## src/rtl/ikaopll_op_sequencer_pkg.sv

```systemverilog
// Shared constants and slot map for the operator sequencer.
// The slot map is also meant for the register file and the testbench.
package ikaopll_op_sequencer_pkg;

  localparam int NUM_SLOTS = 18;
  localparam int NUM_CH    = 9;
  localparam logic [4:0] SLOT_HH = 5'd13;
  localparam logic [4:0] SLOT_TT = 5'd14;

  typedef struct packed {
    logic [3:0] ch;
    logic       carrier;
  } slot_map_t;

  // Slots come in groups of six: three modulators, then the three matching carriers.
  function automatic slot_map_t slot_map(input logic [4:0] slot);
    slot_map_t  m;
    logic [4:0] g;
    logic [4:0] r;
    g = slot / 5'd6;
    r = slot - g * 5'd6;
    m.carrier = (r >= 5'd3);
    m.ch      = 4'(g * 5'd3 + (m.carrier ? r - 5'd3 : r));
    return m;
  endfunction

endpackage

```

## src/rtl/ikaopll_op_sequencer_dly.sv

```systemverilog
// Enable-gated shift register with synchronous clear.
// The output is the last stage; a capture reaches it after DEPTH enables.
module ikaopll_op_sequencer_dly #(
  parameter int WIDTH = 2,
  parameter int DEPTH = 3
) (
  input  logic             clk,
  input  logic             clr,
  input  logic             en,
  input  logic [WIDTH-1:0] d,
  output logic [WIDTH-1:0] q
);

  logic [WIDTH-1:0] stage [DEPTH];

  always_ff @(posedge clk) begin
    if (clr) begin
      for (int i = 0; i < DEPTH; i++) stage[i] <= '0;
    end else if (en) begin
      stage[0] <= d;
      for (int i = 1; i < DEPTH; i++) stage[i] <= stage[i-1];
    end
  end

  assign q = stage[DEPTH-1];

endmodule

```

## src/rtl/ikaopll_op_sequencer.sv

```systemverilog
// Operator slot sequencer: phi1 enable divider, 18-slot counter, frame strobes
// and the pipeline-aligned feedback-control flags for the shared operator datapath.
module ikaopll_op_sequencer
  import ikaopll_op_sequencer_pkg::*;
#(
  parameter int PIPE_DLY = 3
) (
  input  logic       i_EMUCLK,
  input  logic       i_IC,
  input  logic       i_phiM_PCEN_n,
  input  logic       i_RHYTHM,
  output logic       o_phi1_PCEN_n,
  output logic       o_phi1_NCEN_n,
  output logic [4:0] o_SLOT,
  output logic [3:0] o_CH,
  output logic       o_IS_CARRIER,
  output logic       o_CYCLE_00,
  output logic       o_CYCLE_17,
  output logic       o_SAMPLE_STB,
  output logic       o_INHIBIT_FDBK,
  output logic       o_HH_TT_SEL
);

  localparam logic [4:0] SLOT_LAST = 5'(NUM_SLOTS - 1);

  logic       div;
  logic [4:0] slot;
  logic       rhythm_latched;
  logic       phi1_ncen;
  logic       last_slot;
  logic       hhtt;
  slot_map_t  map;
  logic [1:0] dly_q;

  assign phi1_ncen = ~i_phiM_PCEN_n & div;
  assign last_slot = (slot == SLOT_LAST);

  always_ff @(posedge i_EMUCLK) begin
    if (i_IC) begin
      div            <= 1'b0;
      slot           <= 5'd0;
      rhythm_latched <= 1'b0;
    end else begin
      if (~i_phiM_PCEN_n) div <= ~div;
      if (phi1_ncen) begin
        slot <= last_slot ? 5'd0 : slot + 5'd1;
        // Rhythm mode only changes on frame boundaries.
        if (last_slot) rhythm_latched <= i_RHYTHM;
      end
    end
  end

  assign map  = slot_map(slot);
  assign hhtt = rhythm_latched & ((slot == SLOT_HH) | (slot == SLOT_TT));

  ikaopll_op_sequencer_dly #(
    .WIDTH(2),
    .DEPTH(PIPE_DLY)
  ) u_flag_dly (
    .clk(i_EMUCLK),
    .clr(i_IC),
    .en (phi1_ncen),
    .d  ({map.carrier, hhtt}),
    .q  (dly_q)
  );

  assign o_phi1_PCEN_n  = ~(~i_phiM_PCEN_n & ~div);
  assign o_phi1_NCEN_n  = ~phi1_ncen;
  assign o_SLOT         = slot;
  assign o_CH           = map.ch;
  assign o_IS_CARRIER   = map.carrier;
  assign o_CYCLE_00     = (slot == 5'd0);
  assign o_CYCLE_17     = last_slot;
  assign o_SAMPLE_STB   = last_slot & phi1_ncen;
  assign o_INHIBIT_FDBK = dly_q[1];
  assign o_HH_TT_SEL    = dly_q[0];

endmodule

```

## config.mk

```make
export PLATFORM = sky130hd
export DESIGN_NAME = ikaopll_op_sequencer
export DESIGN_NICKNAME = d
export VERILOG_FILES = /design/src/rtl/ikaopll_op_sequencer_pkg.sv /design/src/rtl/ikaopll_op_sequencer_dly.sv /design/src/rtl/ikaopll_op_sequencer.sv
export SDC_FILE = /design/constraint.sdc
export NUM_CORES = 1
export LEC_CHECK = 0
export BUFFER_PORTS_ARGS = -buffer_cell sky130_fd_sc_hd__buf_2
export CORE_MARGIN = 2
export CORE_UTILIZATION = 45
export DETAILED_ROUTE_END_ITERATION = 16
export PLACE_DENSITY = 0.67
export SETUP_SLACK_MARGIN = 0.05
export SLEW_MARGIN = 30
export SYNTH_ARGS = -nofsm -noshare
export SYNTH_HDL_FRONTEND = slang
export SYNTH_HIERARCHICAL = 1
export SYNTH_SLANG_ARGS = --single-unit
export TNS_END_PERCENT = 50
```

## constraint.sdc

```tcl
create_clock -name i_EMUCLK -period 6.4 [get_ports i_EMUCLK]
set_input_delay 0 -clock i_EMUCLK [delete_from_list [all_inputs] [get_ports i_EMUCLK]]
set_output_delay 0 -clock i_EMUCLK [all_outputs]
set_load 0.02 [all_outputs]
```

==> results.md, run 1 <==
| Stage | Quantity | Value |
| --- | --- | --- |
| critical path | Critical setup path kind | flop to primary output |
| status | Run status | finished clean |
| critical path | Cell type of the slowest stage on the worst timing path | sky130_fd_sc_hd__fa_1 |
| global route | Maximum number of pins on one net before global-route repair | 14 |
| layout | Area growth from synthesis to layout | 21.78% |
| timing | Fin crit share | 94.46% |
| critical path | Startpoint class of the critical path | flop |
| drt | Vias per cell | 5.279 |
| global route | Initial antenna violation count | 0 |
| synthesis | Top post-synthesis cells by area | sky130_fd_sc_hd__edfxtp_1 (16%), sky130_fd_sc_hd__ha_1 (14%), sky130_fd_sc_hd__dfxtp_1 (12%), sky130_fd_sc_hd__fa_1 (6.9%), sky130_fd_sc_hd__xnor2_1 (6.8%) |
| clocking | CTS sink cnt | 13 |
| synthesis | Sequential share of the synthesized area | 27.74% |
| synthesis | Mean post-synth cell area | 8.884 um^2 |
| synthesis | Count of yosys warnings during synthesis | 6 |
| layout | Sequential cell area in the final layout | 320.3 um^2 |
| clocking | Num CTS Buffers | 3 |
| global route | Global routing met1 resource utilization | 25.46% |
| global route | Busiest metal layer after global routing | met2 |
| placement | Gp weighted congestion | 0.8352 |
| die | Effective utilization at floorplan | 47.04% |
| timing | Min cycle time layout | 6.045 ns |
| global route | Met2 capacity usage during global routing | 32.34% |
| critical path | Sort of element at the end of the critical path | primary output |
| timing | Transition time at the pin with the least slew margin | 0.3302 ns |
| layout | Diode count | 0 |
| synthesis | Synthesized flop and latch total | 13 |
| die | Die Outline Area | 0.002988 mm^2 |
| layout | Layout Cells excl Fill | 190 |
| global route | Aggregate global routing overflow | 0 |
| timing | Setup violations, final | 0 |
| synthesis | Cell taking the most area after synthesis | sky130_fd_sc_hd__edfxtp_1 |
| drt | Detail-routed net length per standard cell | 13.16 um |
| timing | Worst clock skew | 0.01135 ns |
| synthesis | Number of nets in the synthesized netlist | 151 |
| timing | FMAX | 165.4 MHz |
| critical path | Critical Path Max Stage Delay | 0.48 ns |
| layout | Final core utilization | 57.29% |
| critical path | Arrival time at the worst endpoint | 6.05 ns |
| global route | Tot GR Track Use | 19.25% |
| drt | Initial detailed-routing violation count | 12 |
| clocking | Insertion delay to the later sink of the worst-skew pair | 0.29 ns |
| die | Count of pins on the block boundary | 21 |
| placement | Total of buffers placed on input and output ports | 20 |
| critical path | Critical path's most frequent cell | sky130_fd_sc_hd__ha_1 |
| global route | Global-route wire length before repair | 4140 um |
| clocking | Clock tree from TritonCTS | built |
| die | X dimension of the die | 54.66 um |
| clocking | Root cell of the clock tree | sky130_fd_sc_hd__clkbuf_4 |
| power | Static power due to leakage | 0.6984 nW |
| layout | Multi-input logic area | 779.5 um^2 |
| power | Power per standard cell area | 119.3 mW/mm^2 |
| layout | Proportion of layout cells with a drive suffix above 1 | 26.88% |
| die | Die Y | 54.66 um |
| drt | Routed wire length | 2500 um |
| drt | Via count | 1003 |
| synthesis | Area share of the largest cell type after synthesis | 15.60% |
| placement | HPWL after detailed placement | 1870 um |
| global route | Global-route met3 utilization | 1.639% |
| power | Highest ir drop seen on vdd | 142.4 uV |
| drt | Number of search-and-repair iterations in the first detailed-routing pass | 4 |
| timing | Final Hold Viols | 0 |
| layout | Total number of nets in the final design | 182 |
| timing | Setup repair after global routing missed its margin | no |
| critical path | Worst Path Max Fanout | 5 |
| critical path | Critical Path RT | 6.40 ns |
| layout | Filler instances | 230 |
| placement | Instance count after placement with tap cells included | 182 |
| clocking | Maximum level of the CTS H-tree | 1 |
| min path | Path class of the lowest-slack min-delay path | flop to flop |
| drt | DRC violations left | 0 |
| timing | Slew HR | 77.99% |
| timing | Setup TNS after final layout | 0 ns |
| timing | Final count of pins violating max slew | 0 |
| drt | Antenna viol nets, final | 0 |
| clocking | Clk pin slew, worst setup/hold paths | 0.10 ns |
| die | Area of the core | 0.002455 mm^2 |
| synthesis | Cell Area, Synth | 0.001155 mm^2 |
| global route | Number of global-route vias before repair | 958 |
| synthesis | Mapped Cells | 130 |
| run | Max cap viols | 0 |
| die | Std-Cell Rows | 18 |
| synthesis | Distinct cells, synth | 39 |
| timing | Worst slack on hold paths | 0.4978 ns |
| clocking | Number of buffers on the longest clock path | 2 |
[per-layer routing]
layer | vias up | part of all wire [%]
li1 | 508 | -
met2 | 16 | 49
met1 | 477 | 48
met4 | 0 | 0.56
met5 | - | 0
met3 | 2 | 2.4
[placed cells by master (no fill, tap or decap), types with 2 or more instances in the layout]
cell type and count:
sky130_fd_sc_hd__ha_2 2, sky130_fd_sc_hd__nand4_1 3, sky130_fd_sc_hd__nand2b_1 2, sky130_fd_sc_hd__edfxtp_1 6, sky130_fd_sc_hd__inv_2 2, sky130_fd_sc_hd__nor2b_2 2, sky130_fd_sc_hd__nor2_1 10, sky130_fd_sc_hd__buf_2 20
sky130_fd_sc_hd__a21oi_1 7, sky130_fd_sc_hd__inv_1 12, sky130_fd_sc_hd__dlygate4sd3_1 4, sky130_fd_sc_hd__xor2_1 2, sky130_fd_sc_hd__clkbuf_4 3, sky130_fd_sc_hd__nor3_1 3, sky130_fd_sc_hd__fa_1 4, sky130_fd_sc_hd__a21oi_2 2
sky130_fd_sc_hd__and3b_1 6, sky130_fd_sc_hd__nand2_1 10, sky130_fd_sc_hd__buf_4 6, sky130_fd_sc_hd__o21ai_1 2, sky130_fd_sc_hd__dfxtp_1 7, sky130_fd_sc_hd__o21a_1 2, sky130_fd_sc_hd__ha_1 11, sky130_fd_sc_hd__xnor2_1 9
sky130_fd_sc_hd__and3_1 3
[area by class of cell]
| cell class | instances | area share (%) |
|---|---|---|
| flip-flops and latches | 13 | 22.78 |
| clock buffers | 3 | 1.601 |
| multi-input cells | 98 | 55.43 |
| well taps | 30 | 2.669 |
| repair buffers | 30 | 13.17 |
| inverters | 15 | 4.004 |
| clock inverters | 1 | 0.3559 |
[sequential cells by signal, summed over array words and instances (netlist names)]
register and flops:
o_SLOT 5, rhythm_latched 1, u_flag_dly/stage 6, div 1
[worst max-delay path: cells and delay by family, from the launching register on]
family	cells	cell delay (ns)
flip-flops	1	0.34
multiplexers	1	0.36
AND/OR/NAND/NOR	3	0.74
XOR/XNOR	3	0.48
AO/OA/AOI/OAI	7	0.90
buffers and inverters	4	0.39
adder cells (fa/ha/maj)	8	2.50
[Yosys cell counts]
| cell type | number |
|---|---|
| sky130_fd_sc_hd__or3_1 | 1 |
| sky130_fd_sc_hd__buf_4 | 3 |
| sky130_fd_sc_hd__or2_4 | 1 |
| sky130_fd_sc_hd__nor3_4 | 1 |
| sky130_fd_sc_hd__and3_1 | 3 |
| sky130_fd_sc_hd__edfxtp_1 | 6 |
| sky130_fd_sc_hd__nand2b_1 | 2 |
| sky130_fd_sc_hd__nor3b_1 | 1 |
| sky130_fd_sc_hd__or2_2 | 1 |
| sky130_fd_sc_hd__xnor2_1 | 9 |
| sky130_fd_sc_hd__nor2_1 | 10 |
| sky130_fd_sc_hd__and3b_1 | 6 |
| sky130_fd_sc_hd__ha_1 | 13 |
| sky130_fd_sc_hd__fa_1 | 4 |
| sky130_fd_sc_hd__o22ai_1 | 1 |
| sky130_fd_sc_hd__dfxtp_1 | 7 |
| sky130_fd_sc_hd__o21a_1 | 2 |
| sky130_fd_sc_hd__o31ai_1 | 1 |
| sky130_fd_sc_hd__a311oi_1 | 1 |
| sky130_fd_sc_hd__nand4b_1 | 1 |
| sky130_fd_sc_hd__inv_2 | 1 |
| sky130_fd_sc_hd__a21oi_1 | 9 |
| sky130_fd_sc_hd__inv_1 | 13 |
| sky130_fd_sc_hd__o21ai_1 | 2 |
| sky130_fd_sc_hd__mux2_1 | 1 |
| sky130_fd_sc_hd__or2_1 | 1 |
| sky130_fd_sc_hd__or2b_1 | 1 |
| sky130_fd_sc_hd__nor3_1 | 3 |
| sky130_fd_sc_hd__clkinv_1 | 1 |
| sky130_fd_sc_hd__nand3b_1 | 1 |
| sky130_fd_sc_hd__buf_1 | 1 |
| sky130_fd_sc_hd__o21ai_0 | 2 |
| sky130_fd_sc_hd__nor2b_1 | 2 |
| sky130_fd_sc_hd__nand3_1 | 1 |
| sky130_fd_sc_hd__xor2_1 | 2 |
| sky130_fd_sc_hd__nand4_1 | 3 |
| sky130_fd_sc_hd__nand2_1 | 10 |
| sky130_fd_sc_hd__a22oi_1 | 1 |
| sky130_fd_sc_hd__a31oi_1 | 1 |
[stage by stage]
stage	power (mW)	setup slack [ns]	cell area, um^2
2_1_floorplan	0.1067	0.3644	1155
3_3_place_gp	0.1126	0.4988	1311
3_5_place_dp	0.1135	0.2427	1311
4_1_cts	0.1692	0.1016	1386
5_1_grt	0.1751	0.04196	1406
6_report	0.1677	0.3548	1406
[report_power, final]
group	total [mW]	internal, mW	switching, mW
Clock	0.0546	0.0232	0.0314
Combinational	0.0224	0.00878	0.0136
Sequential	0.0907	0.0898	0.000960
[kinds of logic after synthesis]
group                    Yosys count  share of synthesized area [%]
adder cells (fa/ha/maj)           17                          21.02
AND/OR/NAND/NOR                   49                          24.70
AO/OA/AOI/OAI                     20                          10.08
buffers and inverters             19                          7.150
XOR/XNOR                          11                          8.343
flip-flops                        13                          27.74
multiplexers                       1                         0.9750
[repair_timing]
action	in CTS	in global routing
pin swaps	0	1
endpoints found under the setup margin	1	1
hold buffers	4	0
buffers inserted	0	0
resized for setup	2	8
endpoints found under the hold margin	3	0
[final timing paths]
kind / from / endpoint / slack, ns / cells past startpoint
worst max-delay path: o_SLOT[0]$_SDFFE_PP0P_ / o_CH[3] / 0.35 / 26
worst min-delay path: div$_SDFFE_PP0N_ / div$_SDFFE_PP0N_ / 0.50 / 2
worst max register to register: o_SLOT[0]$_SDFFE_PP0P_ / u_flag_dly/stage[0][1]$_SDFFCE_PN0P_ / 2.20 / 20
worst min register to register: div$_SDFFE_PP0N_ / div$_SDFFE_PP0N_ / 0.50 / 2
No activity file was read; power rests on OpenSTA's default activity.
==> inputs of run 2 (changes only) <==
CORE_ASPECT_RATIO = 1.5   (was not set)
==> results.md, run 2 (synthesized netlist as in run 1, its figures left out) <==
| Stage | Quantity | Value | Delta |
| --- | --- | --- | --- |
| drt | Top sig layer | met4 |  |
| layout | Most frequent cells in the layout | sky130_fd_sc_hd__buf_2 (19), sky130_fd_sc_hd__inv_1 (13), sky130_fd_sc_hd__ha_1 (11), sky130_fd_sc_hd__nor2_1 (10), sky130_fd_sc_hd__nand2_1 (10) |  |
| timing | Min cycle time layout | 5.989 ns | -0.05633 ns |
| min path | Worst Min Path Start | div$_SDFFE_PP0N_ |  |
| die | Std-Cell Rows | 22 | +4 |
| clocking | Root cell of the clock tree | sky130_fd_sc_hd__clkbuf_4 |  |
| clocking | Number of buffers on the longest clock path | 2 | unchanged |
| placement | Gp weighted congestion | 0.8045 | -3.7% |
| drt | Number of search-and-repair iterations in the first detailed-routing pass | 4 | unchanged |
| power | Power per standard cell area | 116.8 mW/mm^2 | -2.1% |
| critical path | Internal reg-to-reg setup slack | 2.20 ns | about the same |
| clocking | Clock tree from TritonCTS | built |  |
| critical path | Critical Path Max Stage Delay | 0.49 ns | about the same |
| drt | Vias per cell | 5.368 | +1.7% |
| layout | Filler instances | 231 | +0.43% |
| min path | End of the worst hold path | div$_SDFFE_PP0N_ |  |
| die | Die Outline Area | 0.002996 mm^2 | +0.28% |
| critical path | Reg-to-reg startpoint | o_SLOT[1]$_SDFFE_PP0P_ |  |
| global route | Initial antenna violation count | 0 | unchanged |
| power | Static power due to leakage | 0.6835 nW | -2.1% |
| timing | FMAX | 167.0 MHz | +0.94% |
| power | Internal power | 122.2 uW | +0.36% |
| power | Combinational power share | 13.5% | about the same |
| critical path | Worst Path Max Fanout | 8 | +3 |
| drt | DRT met1 WL | 925 um | -23% |
| layout | Commonest non-fill, non-tap cell in the layout | sky130_fd_sc_hd__buf_2 |  |
| timing | Slew HR | 79.68% | +1.7 points |
| power | Highest ir drop seen on vdd | 107.7 uV | -24% |
| drt | Detail-routed net length per standard cell | 12.51 um | -5.0% |
| global route | Number of global-route vias before repair | 936 | -2.3% |
| timing | Setup violations, final | 0 | unchanged |
| placement | HPWL after detailed placement | 1807 um | -3.4% |
| critical path | Critical path's most frequent cell | sky130_fd_sc_hd__ha_1 |  |
| power | Sequential Power Share | 56.0% | +1.9 points |
| critical path | Arrival time at the worst endpoint | 5.99 ns | -0.06 ns |
| critical path | Startpoint class of the critical path | flop |  |
| critical path | FF-to-FF End | u_flag_dly/stage[0][1]$_SDFFCE_PN0P_ |  |
| drt | Initial detailed-routing violation count | 14 | +2 |
| run | Max cap viols | 0 | unchanged |
| layout | Number of flip-flops under the largest register name | 6 | unchanged |
| timing | Final count of pins violating max slew | 0 | unchanged |
| critical path | Path depth of the worst reg2reg path | 20 | unchanged |
| clocking | CTS sink cnt | 13 | unchanged |
| clocking | Insertion delay to the later sink of the worst-skew pair | 0.27 ns | -0.02 ns |
| layout | Sequential cell area in the final layout | 325.3 um^2 | +1.6% |
| min path | Path class of the lowest-slack min-delay path | flop to flop |  |
| layout | Proportion of layout cells with a drive suffix above 1 | 24.68% | -2.2 points |
| status | Run status | finished clean |  |
| layout | Total number of nets in the final design | 180 | -1.1% |
| critical path | Critical Path RT | 6.40 ns | about the same |
| timing | Final Hold Viols | 0 | unchanged |
| drt | DRC violations left | 0 | unchanged |
| global route | Aggregate global routing overflow | 0 | unchanged |
| die | Effective utilization at floorplan | 47.14% | +0.096 points |
| timing | Setup repair after global routing missed its margin | no |  |
| layout | Area growth from synthesis to layout | 19.83% |  |
| layout | Biggest register | u_flag_dly/stage |  |
| critical path | Critical setup path kind | flop to primary output |  |
| timing | Transition time at the pin with the least slew margin | 0.3029 ns | -0.02731 ns |
| die | X dimension of the die | 45.37 um | -17% |
| global route | Global-route wire length before repair | 3781 um | -8.7% |
| drt | Routed length on met3 | 48 um | -21% |
| drt | Routed wire length | 2276 um | -9.0% |
| min path | Instance count along the most critical hold path | 2 | unchanged |
| timing | Fin crit share | 93.58% | -0.88 points |
| die | Area of the core | 0.002450 mm^2 | -0.20% |
| clocking | Clk pin slew, worst setup/hold paths | 0.08 ns | -0.02 ns |
| power | Power share of the clock group | 30.5% | -2.1 points |
| placement | Total of buffers placed on input and output ports | 20 | unchanged |
| critical path | Sort of element at the end of the critical path | primary output |  |
| clocking | Num CTS Buffers | 3 | unchanged |
| global route | Maximum number of pins on one net before global-route repair | 15 | +1 |
| layout | Cell area after layout | 0.001384 mm^2 | -1.6% |
| die | Die Y | 66.05 um | +21% |
| power | Switching power | 39.36 uW | -14% |
| power | Share of total power consumed by net switching | 24.36% | -3.0 points |
| timing | Worst clock skew | 0.001373 ns | -0.009976 ns |
| timing | Setup TNS after final layout | 0 ns | unchanged |
| drt | Via count | 977 | -2.6% |
| placement | Cell area after placement | 0.001289 mm^2 | -1.7% |
| clocking | Maximum level of the CTS H-tree | 1 | unchanged |
| drt | Met2 Routed Length | 1288 um | +4.8% |
| drt | Antenna viol nets, final | 0 | unchanged |
| die | Count of pins on the block boundary | 21 | unchanged |
| global route | Tot GR Track Use | 16.52% | -2.7 points |
| layout | Multi-input logic area | 773.2 um^2 | -0.80% |
| layout | Diode count | 0 | unchanged |
| critical path | Cell type of the slowest stage on the worst timing path | sky130_fd_sc_hd__fa_1 |  |
-- run 2: worst max-delay path by stage --
stage | from | end | slack (ns) | depth (start not counted)
floorplan | o_SLOT[0]$_SDFFE_PP0P_ | o_CH[3] | 0.36 | 25
global placement | o_SLOT[1]$_SDFFE_PP0P_ | o_CH[3] | 0.48 | 26
detailed placement | o_SLOT[1]$_SDFFE_PP0P_ | o_CH[3] | 0.26 | 26
CTS | o_SLOT[4]$_SDFFE_PP0P_ | o_CH[3] | 0.06 | 25
global route | o_SLOT[1]$_SDFFE_PP0P_ | o_CH[3] | 0.04 | 26
finish | o_SLOT[1]$_SDFFE_PP0P_ | o_CH[3] | 0.41 | 26
-- run 2: layout make-up --
cell class,count,share of cell area [%]
Sequential cell,13,23.51
Tap cell,24,2.170
Multi-Input combinational cell,98,55.88
Inverter,15,4.069
Clock buffer,4,1.899
Timing Repair Buffer,28,12.48
-- run 2: metal layers --
metal / up-vias / global-route usage (%)
li1: 498 / -
met3: 2 / 0.8197
met2: 15 / 30.54
met5: - / 0
met1: 462 / 18.80
met4: 0 / 6.618
-- run 2: power by group through the flow --
stage	Combinational, mW	Sequential (mW)	Clock (mW)
2_1_floorplan	0.0129	0.0938	0
3_3_place_gp	0.0200	0.0927	0
3_5_place_dp	0.0204	0.0928	0
4_1_cts	0.0218	0.0909	0.0505
5_1_grt	0.0240	0.0909	0.0546
6_report	0.0218	0.0905	0.0493
-- run 2: critical path, delay by kind of cell, from the launching register on --
kind | cells | cell delay, ns
AO/OA/AOI/OAI | 6 | 0.93
XOR/XNOR | 3 | 0.46
adder cells (fa/ha/maj) | 8 | 2.47
buffers and inverters | 4 | 0.41
flip-flops | 1 | 0.39
multiplexers | 1 | 0.36
AND/OR/NAND/NOR | 4 | 0.69
-- run 2: per-stage QoR --
stage / power [mW] / cells / hold slack (ns) / util [%] / worst slack, ns
2_1_floorplan: 0.1067 / 130 / 0.06907 / - / 0.3644
3_3_place_gp: 0.1127 / 174 / 0.2401 / 52.60 / 0.4831
4_1_cts: 0.1632 / 182 / 0.4825 / 55.46 / 0.05800
5_1_grt: 0.1694 / 182 / 0.5043 / 56.49 / 0.04012
6_report: 0.1616 / 182 / 0.4833 / 56.49 / 0.4112
3_5_place_dp: 0.1133 / 174 / 0.2561 / 52.60 / 0.2613
-- run 2: what timing repair did --
action / CTS / global route
hold buffers: 4 / 0
gates resized for setup: 2 / 9
setup endpoints to repair: 1 / 2
setup buffers: 0 / 0
endpoints found under the hold margin: 3 / 0
pin swaps: 0 / 2
==> inputs of run 3 (changes only) <==
BUFFER_PORTS_ARGS = not set   (was -buffer_cell sky130_fd_sc_hd__buf_2)
DONT_BUFFER_PORTS = 1   (was not set)
PLACE_DENSITY = not set   (was 0.67)
==> results.md, run 3 (synthesized netlist as in run 1, its figures left out) <==
| Stage | Quantity | Value | Delta |
| --- | --- | --- | --- |
| die | X dimension of the die | 45.37 um | unchanged |
| min path | Path class of the lowest-slack min-delay path | input port to flop |  |
| critical path | Critical Path Max Stage Delay | 0.49 ns | about the same |
| global route | Tot GR Track Use | 16.97% | +0.45 points |
| timing | Slew HR | 78.79% | -0.89 points |
| clocking | Clock tree from TritonCTS | built |  |
| die | Std-Cell Rows | 22 | unchanged |
| drt | Number of search-and-repair iterations in the first detailed-routing pass | 3 | -1 |
| placement | Instance count after placement with tap cells included | 158 | -9.2% |
| placement | HPWL after detailed placement | 1789 um | -1.0% |
| global route | Number of global-route vias before repair | 882 | -5.8% |
| min path | Worst Min Path Start | i_IC |  |
| critical path | Critical path's most frequent cell | sky130_fd_sc_hd__ha_1 |  |
| global route | Maximum number of pins on one net before global-route repair | 14 | -1 |
| critical path | Startpoint class of the critical path | flop |  |
| critical path | Reg-to-reg startpoint | o_SLOT[0]$_SDFFE_PP0P_ |  |
| clocking | Number of buffers on the longest clock path | 2 | unchanged |
| placement | Total of buffers placed on input and output ports | 0 | -100% |
| timing | Setup repair after global routing missed its margin | no |  |
| drt | Detail-routed net length per standard cell | 13.44 um | +7.4% |
| layout | Layout Cells excl Fill | 165 | -9.3% |
| critical path | Worst Path Max Fanout | 5 | -3 |
| drt | Antenna viol nets, final | 0 | unchanged |
| run | Max cap viols | 0 | unchanged |
| timing | Setup violations, final | 0 | unchanged |
| layout | Number of flip-flops under the largest register name | 6 | unchanged |
| critical path | Cell type of the slowest stage on the worst timing path | sky130_fd_sc_hd__fa_1 |  |
| clocking | Root cell of the clock tree | sky130_fd_sc_hd__clkbuf_4 |  |
| min path | Instance count along the most critical hold path | 1 | -1 |
| clocking | Maximum level of the CTS H-tree | 1 | unchanged |
| global route | Aggregate global routing overflow | 0 | unchanged |
| power | Post-layout power | 160.7 uW | -0.51% |
| timing | Setup TNS after final layout | 0 ns | unchanged |
| layout | Cell area after layout | 0.001290 mm^2 | -6.8% |
| clocking | Post-CTS Repair Setup Buffers | 0 | unchanged |
| placement | Cell area after placement | 0.001219 mm^2 | -5.4% |
| global route | Initial antenna violation count | 0 | unchanged |
| drt | Vias per cell | 5.473 | +1.9% |
| drt | Routed wire length | 2217 um | -2.6% |
| timing | Min cycle time layout | 5.917 ns | -0.07221 ns |
| power | Highest ir drop seen on vdd | 88.98 uV | -17% |
| drt | DRC violations left | 0 | unchanged |
| clocking | Clk pin slew, worst setup/hold paths | 0.08 ns | about the same |
| status | Run status | finished clean |  |
| min path | End of the worst hold path | u_flag_dly/stage[0][1]$_SDFFCE_PN0P_ |  |
| power | Static power due to leakage | 0.6044 nW | -12% |
| layout | Most frequent cells in the layout | sky130_fd_sc_hd__inv_1 (13), sky130_fd_sc_hd__ha_1 (12), sky130_fd_sc_hd__nor2_1 (10), sky130_fd_sc_hd__nand2_1 (10) |  |
| layout | Total number of nets in the final design | 163 | -9.4% |
| drt | Initial detailed-routing violation count | 24 | +10 |
| critical path | Arrival time at the worst endpoint | 5.92 ns | -0.07 ns |
| die | Effective utilization at floorplan | 47.14% | unchanged |
| layout | Diode count | 0 | unchanged |
| clocking | Insertion delay to the later sink of the worst-skew pair | 0.28 ns | about the same |
| die | Die Outline Area | 0.002996 mm^2 | unchanged |
| drt | Via count | 903 | -7.6% |
| die | Area of the core | 0.002450 mm^2 | unchanged |
| timing | Transition time at the pin with the least slew margin | 0.3162 ns | +0.01333 ns |
| critical path | Path depth of the worst reg2reg path | 20 | unchanged |
| timing | Worst clock skew | 0.003584 ns | +0.002211 ns |
| timing | Fin crit share | 92.45% | -1.1 points |
| timing | Final Hold Viols | 0 | unchanged |
| critical path | Sort of element at the end of the critical path | primary output |  |
| placement | Gp weighted congestion | 0.7751 | -3.7% |
| layout | Commonest non-fill, non-tap cell in the layout | sky130_fd_sc_hd__inv_1 |  |
| layout | Biggest register | u_flag_dly/stage |  |
| global route | Global-route wire length before repair | 3705 um | -2.0% |
| clocking | Num CTS Buffers | 3 | unchanged |
| critical path | FF-to-FF End | u_flag_dly/stage[0][1]$_SDFFCE_PN0P_ |  |
| timing | FMAX | 169.0 MHz | +1.2% |
| critical path | Critical setup path kind | flop to primary output |  |
| layout | Area growth from synthesis to layout | 11.70% |  |
| critical path | Critical Path RT | 6.40 ns | about the same |
| layout | Proportion of layout cells with a drive suffix above 1 | 14.18% | -10 points |
| critical path | Internal reg-to-reg setup slack | 2.17 ns | -0.03 ns |
| layout | Final core utilization | 52.66% | -3.8 points |
| clocking | CTS sink cnt | 13 | unchanged |
| power | Power per standard cell area | 124.6 mW/mm^2 | +6.7% |
| die | Die Y | 66.05 um | unchanged |
| timing | Final count of pins violating max slew | 0 | unchanged |
| die | Count of pins on the block boundary | 21 | unchanged |
| layout | Filler instances | 254 | +10% |
run 3: changes by cell type in the layout (fill, tap and decap cells not counted), sizes merged:
cell and delta:
buf -16, clkbuf -1, clkinv +1, dlygate4sd3 -1
run 3: worst max path at each step:
stage | start | endpoint | slack [ns] | cells past startpoint
after CTS | o_SLOT[3]$_SDFFE_PP0P_ | o_CH[3] | 0.32 | 25
after detailed placement | o_SLOT[3]$_SDFFE_PP0P_ | o_CH[3] | 0.67 | 25
final | o_SLOT[0]$_SDFFE_PP0P_ | o_CH[3] | 0.48 | 26
after floorplan | o_SLOT[0]$_SDFFE_PP0P_ | o_CH[3] | 0.36 | 25
after global routing | o_SLOT[1]$_SDFFE_PP0P_ | o_CH[3] | 0.05 | 26
after global placement | o_SLOT[3]$_SDFFE_PP0P_ | o_CH[3] | 0.77 | 25
run 3: where the power goes:
part           internal (mW)  switching (mW)
sequential            0.0898         0.00199
clock                 0.0232          0.0283
combinational        0.00635          0.0110
total                  0.119          0.0414
run 3: area by class of cell:
type | instances | area, um^2 | share of cell area (%)
Multi-Input combinational cell | 98 | 765.7 | 59.36
Sequential cell | 13 | 320.3 | 24.83
Timing Repair Buffer | 11 | 90.09 | 6.983
Inverter | 15 | 56.30 | 4.365
Tap cell | 24 | 30.03 | 2.328
Clock buffer | 3 | 22.52 | 1.746
Clock inverter | 1 | 5.005 | 0.3880
run 3: stage by stage:
stage | hold slack [ns] | setup slack (ns)
floorplan | 0.06907 | 0.3644
global placement | 0.07039 | 0.7729
detailed placement | 0.07224 | 0.6690
CTS | 0.0009996 | 0.3209
global route | 0.004775 | 0.05274
finish | 0.007184 | 0.4834
run 3: metal layers:
| layer | wire, um | track usage (%) | vias to the layer above |
|---|---|---|---|
| li1 | - | - | 465 |
| met1 | 894 | 18.15 | 416 |
| met2 | 1211 | 30.71 | 17 |
| met3 | 56 | 1.366 | 5 |
| met4 | 54 | 9.926 | 0 |
| met5 | 0 | 0 | - |
run 3: timing repair:
item                       4_1_cts  5_1_grt
hold buffers                     3        0
gates resized for setup          0        4
setup endpoints to repair        0        1
hold endpoints to repair         8        0
run 3: critical path: cells and delay by family (launching register included):
family	cells	cell delay, ns
multiplexers	1	0.37
XOR/XNOR	3	0.46
flip-flops	1	0.33
adder cells (fa/ha/maj)	8	2.51
buffers and inverters	4	0.37
AND/OR/NAND/NOR	4	0.71
AO/OA/AOI/OAI	6	0.88
